## config.mk

```make
export PLATFORM = sky130hd
export DESIGN_NAME = imply_commit
export DESIGN_NICKNAME = d
export VERILOG_FILES = /design/src/rtl/imply_commit_pkg.sv /design/src/rtl/pin_priority_enc.sv /design/src/rtl/imply_commit.sv
export SDC_FILE = /design/constraint.sdc
export NUM_CORES = 1
export LEC_CHECK = 0
export CAP_MARGIN = 5
export CORE_ASPECT_RATIO = 2
export CORE_MARGIN = 2
export CORE_UTILIZATION = 44
export CTS_BUF_LIST = sky130_fd_sc_hd__clkbuf_4 sky130_fd_sc_hd__clkbuf_8
export DETAILED_ROUTE_END_ITERATION = 6
export GPL_TIMING_DRIVEN = 0
export PLACE_DENSITY = 0.77
export SYNTH_ARGS = -nofsm -noshare
export SYNTH_HDL_FRONTEND = slang
export SYNTH_SLANG_ARGS = --single-unit
```

## constraint.sdc

```tcl
create_clock -name ap_clk -period 4.8 [get_ports ap_clk]
set_input_delay 1.2 -clock ap_clk [delete_from_list [all_inputs] [get_ports ap_clk]]
set_output_delay 1.2 -clock ap_clk [all_outputs]
set_load 0.01 [all_outputs]
```

## src/rtl/imply_commit_pkg.sv

```systemverilog
// imply_commit shared types: pin encoding, null variable, FSM states.
// Pin helpers are shared with the propagation side.
package imply_commit_pkg;

  localparam logic [1:0] ZERO    = 2'b00;
  localparam logic [1:0] ONE     = 2'b10;
  localparam logic [1:0] UNKNOWN = 2'b11;

  localparam int NULL_VAR = 0;

  typedef enum logic [1:0] {
    S_IDLE,
    S_CONFLICT,
    S_EMIT,
    S_DONE
  } state_e;

  // 2'b01 falls out as not-known, i.e. treated like UNKNOWN
  function automatic logic pin_known(input logic [1:0] c);
    return (c == ZERO) || (c == ONE);
  endfunction

endpackage

```

## src/rtl/pin_priority_enc.sv

```systemverilog
// Lowest-set-bit encoder over a pin vector.
// Index 0 wins; any reports a non-empty request.
module pin_priority_enc #(
  parameter int N = 13,
  localparam int IW = (N > 1) ? $clog2(N) : 1
) (
  input  logic [N-1:0]  req,
  output logic [IW-1:0] idx,
  output logic          any
);

  // scan downwards so the lowest set bit is the last write
  always_comb begin
    idx = '0;
    for (int i = N - 1; i >= 0; i--) begin
      if (req[i]) idx = IW'(i);
    end
  end

  assign any = |req;

endmodule

```

## src/rtl/imply_commit.sv

```systemverilog
// LUT implication commit: conflict check, then serialise new
// assignments one per cycle onto the trail writer stream.
module imply_commit
  import imply_commit_pkg::*;
#(
  parameter int LUT_SIZE = 12,
  parameter int VAR_W    = 16,
  parameter int LUT_ID_W = 16,
  localparam int NP = LUT_SIZE + 1,
  localparam int CW = $clog2(LUT_SIZE + 2),
  localparam int IW = (NP > 1) ? $clog2(NP) : 1
) (
  input  logic                  ap_clk,
  input  logic                  ap_rst,
  input  logic                  flush,
  input  logic                  in_valid,
  output logic                  in_ready,
  input  logic [LUT_ID_W-1:0]   in_lut_id,
  input  logic [2*LUT_SIZE+1:0] in_pins,
  input  logic [2*LUT_SIZE+1:0] in_implied,
  input  logic [NP*VAR_W-1:0]   in_vars,
  output logic                  imp_valid,
  input  logic                  imp_ready,
  output logic [VAR_W-1:0]      imp_var,
  output logic                  imp_value,
  output logic [LUT_ID_W-1:0]   imp_reason,
  output logic                  conflict_valid,
  input  logic                  conflict_ready,
  output logic [LUT_ID_W-1:0]   conflict_lut,
  output logic                  done,
  output logic [CW-1:0]         done_count,
  output logic                  busy
);

  state_e state;

  logic [LUT_ID_W-1:0]         lut_q;
  logic [NP-1:0][VAR_W-1:0]    vars_q;
  logic [NP-1:0]               val_q;
  logic [NP-1:0]               pend_q;
  logic [CW-1:0]               cnt_q;

  logic [NP-1:0] new_c;
  logic [NP-1:0] clash_c;
  logic [NP-1:0] val_c;
  logic [1:0]    p;
  logic [1:0]    m;
  logic          used;

  logic [IW-1:0] sel;
  logic          any;
  logic [NP-1:0] pend_nxt;
  logic          accept;

  // classify every pin of the offered LUT
  always_comb begin
    new_c   = '0;
    clash_c = '0;
    val_c   = '0;
    p       = '0;
    m       = '0;
    used    = 1'b0;
    for (int i = 0; i < NP; i++) begin
      p    = in_pins[2*i +: 2];
      m    = in_implied[2*i +: 2];
      used = in_vars[i*VAR_W +: VAR_W] != VAR_W'(NULL_VAR);
      new_c[i]   = used && !pin_known(p) && pin_known(m);
      clash_c[i] = used && pin_known(p) && pin_known(m) && (p != m);
      val_c[i]   = (m == ONE);
    end
  end

  pin_priority_enc #(.N(NP)) u_enc (
    .req (pend_q),
    .idx (sel),
    .any (any)
  );

  assign pend_nxt = pend_q & ~(NP'(1) << sel);
  assign in_ready = (state == S_IDLE) && !ap_rst && !flush;
  assign accept   = in_valid && in_ready;

  // job FSM; reset beats flush, flush beats everything else
  always_ff @(posedge ap_clk) begin
    if (ap_rst) begin
      state  <= S_IDLE;
      pend_q <= '0;
      cnt_q  <= '0;
      lut_q  <= '0;
      vars_q <= '0;
      val_q  <= '0;
    end else if (flush) begin
      state  <= S_IDLE;
      pend_q <= '0;
      cnt_q  <= '0;
    end else begin
      unique case (state)
        S_IDLE: begin
          if (accept) begin
            lut_q  <= in_lut_id;
            vars_q <= in_vars;
            val_q  <= val_c;
            pend_q <= new_c;
            cnt_q  <= '0;
            if (|clash_c)    state <= S_CONFLICT;
            else if (|new_c) state <= S_EMIT;
            else             state <= S_DONE;
          end
        end
        S_CONFLICT: begin
          if (conflict_ready) state <= S_DONE;
        end
        S_EMIT: begin
          if (imp_ready) begin
            pend_q <= pend_nxt;
            cnt_q  <= cnt_q + CW'(1);
            if (pend_nxt == '0) state <= S_DONE;
          end
        end
        S_DONE: begin
          state <= S_IDLE;
        end
        default: state <= S_IDLE;
      endcase
    end
  end

  assign busy = (state != S_IDLE);
  assign done = (state == S_DONE);
  assign done_count = done ? cnt_q : '0;

  assign conflict_valid = (state == S_CONFLICT);
  assign conflict_lut   = conflict_valid ? lut_q : '0;

  assign imp_valid  = (state == S_EMIT) && any;
  assign imp_var    = imp_valid ? vars_q[sel] : '0;
  assign imp_value  = imp_valid && val_q[sel];
  assign imp_reason = imp_valid ? lut_q : '0;

endmodule
```

Word-level counts from Yosys, hierarchy flattened
Index checks and enable logic that the tools add are counted.
Storage, ports and cells
  register bits: 256
  output and inout port bits: 58
Operators by class
  equality and inequality tests: 46
  add/sub/neg operators: 1
  shift operators: 1
  $lt $le $gt $ge: 1
  bitwise gates (word level): 3
  reductions and logical operators: 161
  multiplexer cells: 34
Operator list (number)
  nonzero test 16 bit: 13
  logical AND 1 bit: 70
  binary-select mux 16 bit (select 4 bit): 1
  two-way mux 16 bit: 4
  two-way mux 4 bit: 16
  == test 2 bit (second input constant): 28
  logical NOT 2 bit: 27
  OR reduction 13 bit: 3
  logical OR 1 bit: 26
  two-way mux 13 bit: 2
  != test 2 bit: 13
  one-hot mux 13 bit (2 select lines): 1
  logical NOT 1 bit: 15
  AND 13 bit: 1
  logical NOT 13 bit: 1
  NOT 13 bit: 1
  left shift 1 x 4 -> 13 bit (first input constant): 1
  two-way mux 2 bit: 5
  one-hot mux 2 bit (4 select lines): 1
  one-hot mux 4 bit (2 select lines): 1
  != test 2 bit (second input constant): 3
  AND reduction 3 bit: 2
  < comparator 4 x 5 -> 1 bit (second input constant): 1
  adder 4 x 1 -> 4 bit (second input constant): 1
  8 further kinds: 10

Depth between registers and ports, before layout
  depth after elaboration: 20
  mapped depth: 11

Modules after synthesis
A second synthesis with hierarchy kept.
Second synthesis, totals
  cell total of the unflattened synthesis: 1514
  area total of the unflattened synthesis: 12072.8 um^2
Modules (own cells, without submodules)
  imply_commit: area an instance 11935.2 um^2, times used 1, cells an instance 1491
  pin_priority_enc: area an instance 137.6 um^2, times used 1, cells an instance 23

Worst setup path after synthesis
No wires, ideal clock.
  kind: flip-flop to output port
  start: register pend_q[10]
  end: output imp_var[10]
  stages on the path, launching flop included: 9
  data arrival time: 2.214 ns
  setup slack: 1.386 ns
  required time: 3.600 ns
  buffers on the path: 2
  cells stage by stage: dfxtp_1 > nand2b_1 > a221o_1 > a211o_2 > buf_4 > buf_1 > mux2i_1 > a22o_1 > a211oi_1
Between the ends
  longest elaborated chain between the ends: 14
Ends and longest elaborated chain
  start, declared: RTL line imply_commit.sv:40  | logic [NP-1:0] pend_q;
  start signal, assigned: RTL line imply_commit.sv:103  | pend_q <= new_c;
  start signal, assigned: RTL line imply_commit.sv:115  | pend_q <= pend_nxt;
  two-way mux 4 bit (11 in series): RTL line pin_priority_enc.sv:16  | if (req[i]) idx = IW'(i);
  binary-select mux 16 bit (select 4 bit): RTL line imply_commit.sv:136  | assign imp_var = imp_valid ? vars_q[sel] : '0;
  two-way mux 16 bit (implied by the code): RTL line imply_commit.sv:136
  two-way mux 16 bit (*): RTL line imply_commit.sv:136
  end, declared: RTL line imply_commit.sv:24  | output logic [VAR_W-1:0] imp_var,
Mark *: on every way between the ends. The rest lies on a longest branch, timed or not. The select of a mux whose other input is x is not followed.

Worst setup path in the final report
  start: register pend_q[9]
  end: output imp_var[4]
Between the ends
  longest elaborated chain between the ends: 13
Ends and longest elaborated chain (RTL line)
  two-way mux 4 bit (10 in series): pin_priority_enc.sv:16
  binary-select mux 16 bit (select 4 bit): imply_commit.sv:136
  two-way mux 16 bit (implied by the code): imply_commit.sv:136
  two-way mux 16 bit (*): imply_commit.sv:136
Marks and branches as above.

==> run metrics <==
worst hold margin roughly 0.45 ns; asr flop ratio synth 0%; pre-CTS WS approximately 0.19 ns; CP Buf/Inv Count 5; top cells by area, synth dfxtp_1 41%, nand2_1 14%, a21oi_1 11%; GP Congestion 0.975; global route overflow 0; crit end category output port; Hold Crit Class reg2reg; final clock period utilization by the worst path 99.1%; unrepaired setup endpoints after global routing yes; Synth Flop Type dfxtp_1; drt total wl around 55000 um; placed cell count 2314; clock buffer depth 3; type of the worst setup path reg2out; power per cell area 335 mW/mm2; Fmax 210 MHz; Worst Slack Setup Final 0.0423 ns; Max Cap Viol 0; io pins 340; die height 243 um; IO buf count 338; clock latency on the worst-skew pair 0.55 ns; via count 14100; Layout Cells excl Fill 2381; syn avg cell area 7.76 um2; Ys Warns 0; Synth cell types just over 70; Mapped Area 0.0126 mm2; Fill cells 2468; Slew headroom 32.1%; maximum VDD drop 0.193 mV; crit-path leading delay family buffers and inverters; Required @ worst endpoint 3.60 ns; Final Skew 0.0126 ns; final worst path period need between 4 and 5 ns; GRT Util Overall a little over a third; Gate Count Post-Synth about 1600; number of nets in the layout about 2300; dpl hpwl 43400 um; CTS buffer count 37; global-route wire length before repair roughly 80000 um; area grow syn2layout 38.4%; CP arrival about 3.6 ns; Clock transition at path regs 0.07 ns; critical path fanouts, max 10; Worst Setup Start Kind register; Util after Layout about three fifths; max incr delay on CP just under 0.6 ns; layout cells sized above 1 under 10%; CP cell instances clkbuf_4, inv_1, a2111oi_4, o31a_1, buf_4, buf_6, mux2i_1, a211o_1, a211oi_2, clkdlybuf4s50_1; number of H-tree levels 2; DIE AREA roughly 0.030 mm2; worst slew pin tran 1.01 ns; largest net degree at the start of global routing 11; Post-synth EDFFs 0; number of synthesized register bits approximately 260; DRC 0; final setup fails 0; CTS tree yes; vias in the first global route 14200; Initial Utilization 44.6%; antenna viol nets, final 0; Worst path slowest cell clkdlybuf4s50_1; CTS root buffer clkbuf_8; Slew Limit Fails 0; die width between 100 and 150 um; Sink Count 256; hold_buf cts 0; P_leak 6.25 nW; syn nets 1908; area share of the largest cell type after synthesis 40.8%; final hold vios 0; row cnt 87; Total Power Consumption 5.82 mW; Starting DRT DRC Count roughly 1200; status complete, no violations; post-synth top area cell dfxtp_1; post-DR vias/cell 5.94; Placeable Area 0.0282 mm2; register area share after synthesis 40.8%; drt wl/cell 22.9 um; DRT Pass-1 Iters 5; initial antenna violation count 1
==> tightest hold or removal path: stages, from the launching register on <==
cell and delay [ns]:
dfxtp_1 0.31, nand2_1 0.05, a21oi_1 0.05
==> placed cells by master (no fill, tap or decap), drive strengths merged, types with 16 or more instances in the layout <==
cell,instances
nor2b,18
o21ai,16
mux2,17
a211oi,20
clkdlybuf4s50,327
nor4,54
nand2,465
a22o,19
clkbuf,149
a211o,35
o211ai,17
o221ai,17
mux2i,51
nor2,40
buf,31
and2,37
a21oi,271
o22ai,19
dfxtp,256
==> power by group <==
group          switching, mW  leakage (nW)  internal [mW]
registers              0.109          2.08           2.27
clock network          0.885         0.427           1.05
logic                  0.874          3.75          0.623
==> registers in the layout, indices dropped and copies added, names as in the netlist <==
name / count
val_q: 13
vars_q: 208
state: 2
lut_q: 16
cnt_q: 4
pend_q: 13
==> metal layers <==
metal	track usage [%]	share of wire (%)	routed length (um)	up-vias
met5	0	0	0	-
met4	31.7	10	5670	0
met3	5.36	7.7	4200	258
met2	60.7	49	26800	812
met1	36.2	33	17900	6591
li1	-	-	-	6479
==> logic make-up (layout without fill, tap and decap cells) <==
family	after synthesis	count (layout)	share of synthesized area, %
buffers and inverters	139	543	4.88
adder cells (fa/ha/maj)	7	7	0.677
AO/OA/AOI/OAI	459	459	23.1
multiplexers	68	68	5.59
flip-flops	256	256	40.8
AND/OR/NAND/NOR	676	676	23.9
XOR/XNOR	15	15	1.05
other	0	1	0
==> area by class of cell <==
class / count / area [um2] / share of cell area [%]
repair buffers: 340 / 3420 / 19.7
inverters: 14 / 52.6 / 0.302
flip-flops and latches: 256 / 5130 / 29.5
plain buffers: 124 / 591 / 3.40
clock buffers: 55 / 707 / 4.07
multi-input cells: 1225 / 6940 / 39.9
well taps: 356 / 445 / 2.56
clock inverters: 10 / 105 / 0.604
diodes: 1 / 2.50 / 0.0144
==> per-stage QoR <==
| step | area (um2) | setup TNS [ns] |
|---|---|---|
| floorplan | 12600 | 0 |
| global placement | 16400 | 0 |
| detailed placement | 16400 | 0 |
| CTS | 17300 | 0 |
| global route | 17400 | -0.114 |
| finish | 17400 | 0 |
==> Yosys cell counts, drive strengths merged, types with 10 or more instances <==
cell type  number
a211oi         20
nor4           54
dfxtp         256
nor3b          12
nor2b          18
nor2           40
and2           37
xnor2          13
nor3           10
a22o           19
o22ai          19
o221ai         17
mux2i          51
a211o          35
o21ai          16
buf            31
a21oi         271
clkbuf         93
nand2         465
inv            12
mux2           17
o211ai         17
nand3          11
a41oi          11
==> path summary, 6_finish.rpt <==
check / from / end / slack, ns / cells after the start
worst min register to register: vars_q[53] / vars_q[53] / 0.45 / 2
worst max-delay path: pend_q[9] / imp_var[4] / 0.04 / 10
worst max register to register: state[1] / vars_q[52] / 1.74 / 8
worst min-delay path: vars_q[53] / vars_q[53] / 0.45 / 2
==> what timing repair did <==
item,in CTS,in global routing
buffers inserted,2,0
setup endpoints to repair,17,15
cloned,0,0
gates resized for setup,29,25
pin swaps,6,2
(Power assumes the default switching activity.)
